### src/rtl/timestamp_cntr_mc.sv
// Multi-channel time-to-digital stamp counter: one {coarse,fine} counter,
// per-channel stop capture, and a single valid/ready output register drained in channel order.
module timestamp_cntr_mc #(
  parameter int FINE_W   = 13,
  parameter int COARSE_W = 8,
  parameter int N_CH     = 4
) (
  input  logic                                      clk,
  input  logic                                      reset,
  input  logic                                      start,
  input  logic [N_CH-1:0]                           stop,
  output logic                                      ts_valid,
  input  logic                                      ts_ready,
  output logic [((N_CH > 1) ? $clog2(N_CH) : 1)-1:0] ts_ch,
  output logic [FINE_W-1:0]                         ts_fine,
  output logic [COARSE_W-1:0]                       ts_coarse,
  output logic                                      busy,
  output logic                                      overflow,
  output logic [1:0]                                dbg_state
);

  localparam int T    = FINE_W + COARSE_W;
  localparam int CH_W = (N_CH > 1) ? $clog2(N_CH) : 1;

  typedef enum logic [1:0] {
    IDLE  = 2'd0,
    RUN   = 2'd1,
    DRAIN = 2'd2
  } state_t;

  state_t              state_q, state_n;
  logic [T-1:0]        cnt_q, cnt_inc;
  logic [N_CH-1:0]     captured_q, captured_n;
  logic [N_CH-1:0]     pending_q, pending_n;
  logic [T-1:0]        cap_q [N_CH];
  logic                out_valid_q;
  logic [CH_W-1:0]     out_ch_q;
  logic [FINE_W-1:0]   out_fine_q;
  logic [COARSE_W-1:0] out_coarse_q;
  logic                busy_q, overflow_q;

  // FSM output decode
  logic            clear_run, run_cnt, ovf_set;
  logic [N_CH-1:0] cap_vec;
  logic            at_max, all_cap;
  // Output handshake: a word transfers on an edge where ts_valid && ts_ready;
  // while ts_valid is high and ts_ready low the word holds unchanged.
  logic            xfer, load_ok, has_pend;
  logic [CH_W-1:0] sel;

  assign cnt_inc = cnt_q + {{(T-1){1'b0}}, 1'b1};
  // The edge that brings the counter to MAX is the last one of the run.
  assign at_max  = (cnt_inc == {T{1'b1}});
  assign all_cap = &(captured_q | cap_vec);
  assign xfer    = out_valid_q & ts_ready;
  assign load_ok = ~out_valid_q | xfer;
  assign has_pend = |pending_q;

  always_comb begin
    sel = '0;
    for (int i = N_CH - 1; i >= 0; i--) begin
      if (pending_q[i]) sel = CH_W'(i);
    end
  end

  always_ff @(posedge clk or negedge reset) begin
    if (!reset) begin
      state_q <= IDLE;
      busy_q  <= 1'b0;
    end else begin
      state_q <= state_n;
      busy_q  <= (state_n != IDLE);
    end
  end

  always_comb begin
    state_n = state_q;
    case (state_q)
      IDLE:    if (start) state_n = RUN;
      RUN:     if (at_max || all_cap) state_n = DRAIN;
      DRAIN:   if (!has_pend && load_ok) state_n = IDLE;
      default: state_n = IDLE;
    endcase
  end

  always_comb begin
    clear_run = 1'b0;
    run_cnt   = 1'b0;
    ovf_set   = 1'b0;
    cap_vec   = '0;
    case (state_q)
      IDLE: clear_run = start;
      RUN: begin
        run_cnt = 1'b1;
        if (at_max) ovf_set = ~&captured_q;
        else        cap_vec = stop & ~captured_q;
      end
      default: ;
    endcase
  end

  always_comb begin
    captured_n = captured_q | cap_vec;
    pending_n  = pending_q;
    if (load_ok && has_pend) pending_n[sel] = 1'b0;
    pending_n = pending_n | cap_vec;
    if (clear_run) begin
      captured_n = '0;
      pending_n  = '0;
    end
  end

  always_ff @(posedge clk or negedge reset) begin
    if (!reset) begin
      cnt_q      <= '0;
      captured_q <= '0;
      pending_q  <= '0;
      overflow_q <= 1'b0;
    end else begin
      if (clear_run)    cnt_q <= '0;
      else if (run_cnt) cnt_q <= cnt_inc;
      captured_q <= captured_n;
      pending_q  <= pending_n;
      if (clear_run)    overflow_q <= 1'b0;
      else if (ovf_set) overflow_q <= 1'b1;
    end
  end

  always_ff @(posedge clk or negedge reset) begin
    if (!reset) begin
      for (int i = 0; i < N_CH; i++) cap_q[i] <= '0;
    end else begin
      for (int i = 0; i < N_CH; i++) begin
        if (cap_vec[i]) cap_q[i] <= cnt_inc;
      end
    end
  end

  always_ff @(posedge clk or negedge reset) begin
    if (!reset) begin
      out_valid_q  <= 1'b0;
      out_ch_q     <= '0;
      out_fine_q   <= '0;
      out_coarse_q <= '0;
    end else if (load_ok) begin
      out_valid_q <= has_pend;
      if (has_pend) begin
        out_ch_q     <= sel;
        out_fine_q   <= cap_q[sel][FINE_W-1:0];
        out_coarse_q <= cap_q[sel][T-1:FINE_W];
      end
    end
  end

  assign ts_valid  = out_valid_q;
  assign ts_ch     = out_ch_q;
  assign ts_fine   = out_fine_q;
  assign ts_coarse = out_coarse_q;
  assign busy      = busy_q;
  assign overflow  = overflow_q;
  assign dbg_state = state_q;

endmodule

### config.mk
export PLATFORM = sky130hd
export DESIGN_NAME = timestamp_cntr_mc
export DESIGN_NICKNAME = d
export VERILOG_FILES = /design/src/rtl/timestamp_cntr_mc.sv
export SDC_FILE = /design/constraint.sdc
export NUM_CORES = 1
export LEC_CHECK = 0
export ABC_AREA = 1
export CORE_MARGIN = 4
export CORE_UTILIZATION = 60
export DETAILED_ROUTE_END_ITERATION = 6
export PLACE_DENSITY = 0.8
export SYNTH_ARGS = -nofsm -noshare
export SYNTH_HDL_FRONTEND = slang
export SYNTH_SLANG_ARGS = --single-unit
### constraint.sdc
create_clock -name clk -period 2.75 [get_ports clk]
set_input_delay 0.4125 -clock clk [delete_from_list [all_inputs] [get_ports clk]]
set_output_delay 0.4125 -clock clk [all_outputs]
set_load 0.005 [all_outputs]
======== After elaboration in Yosys (flattened, before gate mapping) ========
Index checks and enable logic that the tools add are counted.
storage, ports and cells
  input port bits ......................... 8
  ROM bits ................................ 0
  bits in latches ......................... 0
  memories ................................ 0
  bits in registers ....................... 141
  RAM bits ................................ 0
cells by class
  $mul .................................... 0
  mux-type cells .......................... 26
  $add $sub $neg .......................... 1
  shifts and indexed selects .............. 0
  magnitude comparators ................... 3
  div/mod/pow operators ................... 0
  bitwise gates (word level) .............. 10
  reductions and logical operators ........ 14
  eq/ne operators ......................... 3
operators by type and width
  cell                                                        count
  2-to-1 mux 21 bit                                           4
  binary-select mux 21 bit (select 2 bit)                     1
  adder 21 x 1 -> 21 bit, second input constant               1
  == test 21 bit, second input constant                       1
  2-to-1 mux 4 bit                                            5
  2-to-1 mux 2 bit                                            7
  bitwise AND 4 bit                                           2
  inverter 4 bit                                              2
  bitwise OR 4 bit                                            2
  AND reduction 4 bit                                         2
  2-to-1 mux 1 bit                                            7
  case mux 2 bit (3 select lines)                             1
  nonzero test 2 bit                                          3
  OR reduction 4 bit                                          1
  >= comparator 3 bit, second input constant                  1
  logical AND 1 bit                                           3
  less-than comparator 2 x 3 -> 1 bit, second input constant  1
  inverter 2 -> 3 bit                                         1
  demux 1 bit (select 2 bit)                                  1
  == test 2 x 1 -> 1 bit, second input constant               1
  == test 2 bit, second input constant                        1
  >= comparator 2 x 1 -> 1 bit, second input constant         1
  logical NOT 1 bit                                           2
  logical NOT 2 bit                                           1
  other kinds (5)                                             5

======== Logic depth before layout (Yosys ltp) ========
Gate-level depths: netlist of the first run.
  depth after elaboration ................. 13
  mapped depth ............................ 17
  mapped depth without buffers ............ 17

======== Worst setup path before layout of the first run ========
No wires, ideal clock.
  path kind ............................... reg2reg
  from .................................... register cnt_q[0]
  to ...................................... register state_q[1], in the netlist dbg_state[1]
  data arrival time ....................... 2.026 ns
  required time ........................... 2.632 ns
  period minus slack after synthesis ...... 2.144 ns
  cell stages (with the launch flop) ...... 17
  path slack .............................. 0.606 ns
  library setup time ...................... 0.118 ns
  path through ............................ dfrtp_1 ha_1 inv_1 nor2_4 nand3_2 nor2_4 nand2_1 nand2_1 nand2_1 nor2_1 nand3_2 nand2_2 nand2_1 nand2_1 o21ai_2 nand2_1 nand2_1
between the ends
  word-level cells in the longest chain between the ends .. 9
ends and longest elaborated chain
  what                                 line  source
  start: declaration                   32    logic [T-1:0] cnt_q, cnt_inc;
  start signal: assignment             121   else if (run_cnt) cnt_q <= cnt_inc;
  adder 21 x 1 -> 21 bit (*)           51    assign cnt_inc = cnt_q + {{(T-1){1'b0}}, 1'b1};
  == test 21 bit (*)                   53    assign at_max = (cnt_inc == {T{1'b1}});
  2-to-1 mux 4 bit                     95    if (at_max) ovf_set = ~&captured_q;
  2-to-1 mux 4 bit                     91    case (state_q)
  bitwise OR 4 bit                     54    assign all_cap = &(captured_q | cap_vec);
  AND reduction 4 bit                  54
  logical OR 1 bit (*)                 80    RUN: if (at_max || all_cap) state_n = DRAIN;
  2-to-1 mux 2 bit (*)                 80
  case mux 2 bit (3 select lines) (*)  78    case (state_q)
  net state_n[1]                       31    state_t state_q, state_n;
  end signal: assignment               71    state_q <= state_n;
  end: declaration                     31
Mark *: on every way through the listed nets, which the timed path passes. The rest lies on a longest branch.
A chain may end at the register's enable or synchronous reset.

======== Worst setup path after layout of the first run ========
  from .................................... register cnt_q[2]
  to ...................................... register cap_q[51] (netlist bit)
between the ends
  word-level cells in the longest chain between the ends .. 4
ends and longest elaborated chain
  what                            line  source
  adder 21 x 1 -> 21 bit (*)      51
  == test 21 bit                  53
  2-to-1 mux 4 bit                95
  2-to-1 mux 4 bit                91
  end signal: indexed assignment  134   if (cap_vec[i]) cap_q[i] <= cnt_inc;
  end: declaration                35    logic [T-1:0] cap_q [N_CH];
Every way passes the cells marked *; elsewhere a longest branch is shown, timed or not.

==> flow_summary.json, run 1 <==
{
  "hold-path-cell-count": 2,
  "finalSetupViolCount": 0,
  "rrSetupSlack_ns": 0.17,
  "drtIter0Drc": 618,
  "synthTopCellsByCount": "nand2_1 (174), dfrtp_1 (141), nor2_1 (139)",
  "grt_antenna_before_repair": 0,
  "avgSynthCellArea_sq_um": 8.215,
  "path_class": "reg2reg",
  "drive_above_1_share_pct": 8.905,
  "core_area_sq_mm": 0.01037,
  "cts-htree-levels": 4,
  "drt-total-wl_um": 16230,
  "p_leak_nw": 3.376,
  "synth-adder-area-share_pct": 0.5858,
  "critical_path_arrival_ns": 3.00,
  "die_w_um": 111.3,
  "drc_errors": 1,
  "synth_top_flop_cell": "dfrtp_1",
  "ant_nets": 0,
  "max_clock_freq_mhz": 388.2,
  "cts_root_buffer": "clkbuf_8",
  "period_share_pct": 93.68,
  "grt_pass1_vias": 5627,
  "synthTopCellsByArea": "dfrtp_1 (55%), o21ai_0 (11%), nand2_1 (10%), nor2_1 (8.1%), inv_1 (3.1%)",
  "synth-async-reset-ratio_pct": 100.0,
  "syn_area_sq_mm": 0.006407,
  "holdWs_ns": 0.4803,
  "synthSimpleGateAreaFrac_pct": 22.07,
  "end_kind": "flip-flop",
  "cts.sinks": 141,
  "num_vias": 5737,
  "post_drt_wl_per_cell_um": 16.77,
  "synth_nets": 791,
  "crit_required_ns": 3.17,
  "syn2layout_area_growth_pct": 19.18,
  "synth_compound_area_share_pct": 15.82,
  "synthXorXnorAreaFrac_pct": 0.3905,
  "routabilityCongestion": 0.9170,
  "ys_types": 27,
  "final_nets": 829,
  "drtPass1Iterations": 7,
  "cp_max_fo": 43,
  "die_h_um": 111.3,
  "insertion_delay_ns": 0.53,
  "hold_start": "cap_q[5]$_DFFE_PN0P_",
  "synth_top_area_share_pct": 55.07,
  "violations": "DRC",
  "synthMuxAreaShare_pct": 0,
  "hold_class": "reg2reg",
  "min_to": "cap_q[5]$_DFFE_PN0P_",
  "status": "finished, violations left",
  "r2r_end": "cap_q[51]$_DFFE_PN0P_",
  "grt_max_degree": 83,
  "design.die.area_sq_mm": 0.01240,
  "tightestPinTransition_ns": 0.7446,
  "power.density_mw_per_mm2": 1368,
  "slew_headroom_pct": 50.36,
  "start_kind": "flip-flop",
  "synth_area_leader_cell": "dfrtp_1",
  "cts_buffers": 17,
  "io_buffers": 35,
  "rsz0062_at_grt": "false",
  "cts.path.max_buffers": 2,
  "timing_hold_violations_final": 0,
  "cts_tree": "done",
  "maxCapViolCount": 0,
  "grt.total_usage_pct": 27.28,
  "setup_tns_ns": 0,
  "ys.warnings.count": 0,
  "ys_ff_latch": 141,
  "hpwl_um": 10180,
  "slew_violations": 0,
  "row_count": 37,
  "fin_crit_ns": 2.576,
  "fin_skew_ns": 0.009733,
  "vias_per_cell": 5.927,
  "synth_top_family_by_area": "simple AND/OR/NAND/NOR gates",
  "peakVddDrop_v": 0.0008116,
  "grt-ovfl-total": 0,
  "r2r-start": "cnt_q[2]$_DFFE_PN0P_",
  "synth_cells": 780,
  "synth_edf_count": 0,
  "floorplan.initialDensity_pct": 61.79,
  "yosysSeqAreaShare_pct": 55.07,
  "cts.reportedPaths.clkPinSlew_ns": 0.06,
  "grt_pass1_wl_um": 27240,
  "worstRegToRegCells": 13,
  "ios": 36,
  "synth_most_common_cell": "nand2_1"
}
==> critical path: stages, from the launching register on <==
cell	delay, ns
dfrtp_1	0.45
nand3_1	0.21
nor2_2	0.22
nand3_1	0.09
nand2_1	0.06
nand2_1	0.21
nor2_1	0.23
nand2_1	0.08
nor2_2	0.11
nand3_2	0.18
nand2_2	0.16
buf_12	0.22
nand2_1	0.10
o21ai_0	0.11
==> report_power, final <==
part / total [mW] / leakage, nW / switching [mW] / internal (mW)
sequential: 3.70 / 1.86 / 0.637 / 3.07
clock: 2.45 / 0.315 / 0.852 / 1.60
combinational: 4.29 / 1.20 / 2.72 / 1.57
==> kinds of logic (layout without fill, tap and decap cells) <==
logic type / count (synthesis) / after routing
AOI/OAI and AO/OA: 190 / 190
and+or+nand+nor: 351 / 351
other: 0 / 1
buffers and inverters: 93 / 144
adders and majority gates: 3 / 3
DFF: 141 / 141
xor gates and xnor gates: 2 / 2
==> per-stage QoR <==
step                util [%]  power (mW)  setup WS (ns)  area [sq um]  instances
floorplan                  -       6.245         0.6064          6407        780
global placement       67.29       7.643         0.3685          6978        934
detailed placement     67.29       7.846         0.2387          6978        934
CTS                    73.58       10.39         0.1246          7630        967
global route           73.61       11.18        0.02098          7634        967
finish                 73.64       10.45         0.1738          7636        968
==> layout make-up <==
cell class | instances | area (sq um)
Antenna cell | 1 | 2.502
Timing Repair Buffer | 55 | 566.8
Inverter | 57 | 214.0
Tap cell | 136 | 170.2
Fill cell | 760 | 2734
Clock buffer | 23 | 486.7
Clock inverter | 9 | 155.1
Multi-Input combinational cell | 546 | 2511
Sequential cell | 141 | 3530
==> worst max-delay path by stage <==
stage / start / to / cells after the start
3_3_place_gp: cnt_q[0]$_DFFE_PN0P_ / dbg_state[1]$_DFF_PN0_ / 15
6_report: cnt_q[2]$_DFFE_PN0P_ / cap_q[51]$_DFFE_PN0P_ / 13
2_1_floorplan: cnt_q[0]$_DFFE_PN0P_ / dbg_state[1]$_DFF_PN0_ / 16
3_5_place_dp: cnt_q[0]$_DFFE_PN0P_ / cap_q[56]$_DFFE_PN0P_ / 13
4_1_cts: cnt_q[0]$_DFFE_PN0P_ / cap_q[79]$_DFFE_PN0P_ / 13
5_1_grt: cnt_q[1]$_DFFE_PN0P_ / cap_q[79]$_DFFE_PN0P_ / 13
==> flip-flops by register name (all words and copies together) (netlist names) <==
signal      cells
cap_q          84
cnt_q          21
ts_fine        13
ts_coarse       8
captured_q      4
pending_q       4
dbg_state       2
ts_ch           2
busy            1
overflow        1
ts_valid        1
==> placed cells by master (no fill, tap or decap), drive strengths merged, types with 2 or more instances in the layout <==
cell,instances
clkbuf,23
dfrtp,141
ha,3
nand4,6
nor2,145
o21ai,137
o22ai,19
buf,20
inv,56
bufinv,4
nor3,2
nand3,18
xor2,2
a21oi,11
clkinv,5
a31oi,21
o21bai,2
clkdlybuf4s50,34
nand2,179
==> layer usage <==
layer,track usage (%),part of all wire (%),wire length [um]
met5,0,0,0
met4,9.651,2.6,416
met2,43.26,47,7630
met3,6.304,9.4,1518
met1,37.39,41,6664
==> what timing repair did <==
item / 4_1_cts / 5_1_grt
buffers inserted: 0 / 0
resized for setup: 0 / 2
hold buffers: 1 / 0
setup endpoints to repair: 0 / 88
hold endpoints to repair: 79 / 0
Note: power is estimated with default switching activity, not from simulation.
==> run 2: changes to the inputs <==
--- a/config.mk
+++ b/config.mk
@@ -10,6 +10,8 @@
 export CORE_UTILIZATION = 60
 export DETAILED_ROUTE_END_ITERATION = 6
 export PLACE_DENSITY = 0.8
+export SETUP_SLACK_MARGIN = 0.5
+export SLEW_MARGIN = 15
 export SYNTH_ARGS = -nofsm -noshare
 export SYNTH_HDL_FRONTEND = slang
 export SYNTH_SLANG_ARGS = --single-unit
==> run 2 against run 1 <==
Effect of this change: largest cell class unchanged; highest routed layer unchanged; sequential share of layout area is 5.1 points lower; global-route usage increased by 1.4 points; die area stayed put; fmax is 0.35% lower; the run still ends with DRC left.
==> flow_summary.json, run 2 (synthesis gave the netlist of run 1 again) <==
{
  "maxCapViolCount": 0,
  "ios": 36,
  "drtIter0Drc": 1086,
  "drc_errors": 6,
  "die_w_um": 111.3,
  "wl_met1_um": 8070,
  "setup_tns_ns": 0,
  "slew_violations": 0,
  "peakVddDrop_v": 0.0009413,
  "floorplan.initialDensity_pct": 61.79,
  "p_leak_nw": 3.743,
  "cts.reportedPaths.clkPinSlew_ns": 0.07,
  "antennaDiodeCount": 0,
  "grt_antenna_before_repair": 0,
  "num_vias": 6812,
  "path_cells": "buf_6 > ha_4 > inv_1 > nor2_2 > nand2_1 > nand2_1 > nand2_1 > nand2_1 > nor2_1 > nand2_1 > nor2_2 > nand3_4 > buf_12 > nand2_8 > buf_16 > nand2_1 > o21ai_0",
  "post_drt_wl_per_cell_um": 24.09,
  "worstRegToRegCells": 17,
  "wl_met3_um": 3391,
  "largest_register_ffs": 84,
  "insertion_delay_ns": 0.54,
  "grt_pass1_wl_um": 28540,
  "cts_buffers": 17,
  "cts_tree": "done",
  "end_kind": "flip-flop",
  "tightestPinTransition_ns": 0.7646,
  "final_common_cell": "nand2_1",
  "status": "finished, violations left",
  "cts.path.max_buffers": 2,
  "drtPass1Iterations": 7,
  "die_h_um": 111.3,
  "layout_common_cells": "nand2_1 (139), dfrtp_1 (138), nor2_1 (128)",
  "power.density_mw_per_mm2": 1436,
  "period_share_pct": 94.01,
  "vias_per_cell": 6.792,
  "max_clock_freq_mhz": 386.8,
  "dr.max_layer_used": "met4",
  "cpMostUsedCell": "nand2_1",
  "final_nets": 865,
  "slew_headroom_pct": 49.03,
  "ant_nets": 0,
  "cts-htree-levels": 4,
  "grt-ovfl-total": 0,
  "row_count": 37,
  "cp_top_family": "simple AND/OR/NAND/NOR gates",
  "dr_wl_met2_um": 10770,
  "regMostFlops": "cap_q",
  "critical_path_arrival_ns": 3.00,
  "timing_hold_violations_final": 0,
  "violations": "DRC",
  "path_class": "reg2reg",
  "crit_required_ns": 3.17,
  "worst_path_largest_cell_delay_ns": 0.45,
  "rsz0062_at_grt": "true",
  "fin_crit_ns": 2.585,
  "start_kind": "flip-flop",
  "drive_above_1_share_pct": 20.42,
  "grt_max_degree": 83,
  "hold_class": "in2async",
  "grt.total_usage_pct": 28.70,
  "cts_root_buffer": "clkbuf_8",
  "fin_skew_ns": 0.01400,
  "routabilityCongestion": 0.9170,
  "design.die.area_sq_mm": 0.01240,
  "cts.sinks": 141,
  "cp_max_fo": 21,
  "rrSetupSlack_ns": 0.16,
  "syn2layout_area_growth_pct": 34.09,
  "critical_path_buf_inv_count": 4,
  "cp_slowest_cell": "dfrtp_2",
  "core_area_sq_mm": 0.01037,
  "io_buffers": 35,
  "hpwl_um": 10180,
  "finalSetupViolCount": 0,
  "drt-total-wl_um": 24160,
  "grt_pass1_vias": 5778,
  "cp.depth": 17,
  "p_total_mw": 12.33
}
==> run 2: area by class of cell <==
cell class / instances / area (sq um)
Timing Repair Buffer: 89 / 1101
Tap cell: 136 / 170.2
Sequential cell: 141 / 3532
Clock inverter: 9 / 155.1
Fill cell: 499 / 1778
Multi-Input combinational cell: 548 / 2933
Inverter: 57 / 214.0
Clock buffer: 23 / 486.7
==> run 2: report_power, final <==
part           switching (mW)  internal [mW]  total (mW)
logic                    3.78           2.16        5.94
registers               0.803           3.07        3.87
clock network           0.921           1.60        2.52
total                    5.51           6.83        12.3
==> run 2: path summary, 6_finish.rpt <==
| check | startpoint | endpoint |
|---|---|---|
| worst max-delay path | cnt_q[0]$_DFFE_PN0P_ | cap_q[40]$_DFFE_PN0P_ |
| worst min-delay path | reset | cap_q[13]$_DFFE_PN0P_ |
| worst max register to register | cnt_q[0]$_DFFE_PN0P_ | cap_q[40]$_DFFE_PN0P_ |
| worst min register to register | cap_q[7]$_DFFE_PN0P_ | cap_q[7]$_DFFE_PN0P_ |
| max in group asynchronous | reset | cap_q[70]$_DFFE_PN0P_ |
| min in group clk | cap_q[7]$_DFFE_PN0P_ | cap_q[7]$_DFFE_PN0P_ |
==> run 2: what timing repair did <==
| action | CTS | global route |
|---|---|---|
| setup buffers | 6 | 12 |
| hold endpoints to repair | 79 | 0 |
| hold buffers | 1 | 0 |
| resized for setup | 20 | 124 |
| setup endpoints to repair | 95 | 90 |
| cloned | 2 | 16 |
| pin swaps | 8 | 31 |
==> run 2: layer usage <==
metal / global-route usage, % / up-vias
li1: - / 2712
met1: 38.75 / 3201
met2: 46.12 / 675
met3: 5.489 / 224
met4: 11.92 / 0
met5: 0 / -
==> run 2: metrics by stage <==
stage / setup slack, ns / hold slack (ns) / area [sq um] / util [%] / instances
5_1_grt: 0.1208 / 0.5168 / 8592 / 82.85 / 1003
4_1_cts: 0.4503 / 0.4819 / 7794 / 75.16 / 975
2_1_floorplan: 0.6064 / 0.1169 / 6407 / - / 780
6_report: 0.1648 / 0.4869 / 8592 / 82.85 / 1003
3_3_place_gp: 0.3685 / 0.4594 / 6978 / 67.29 / 934
3_5_place_dp: 0.2387 / 0.4678 / 6978 / 67.29 / 934
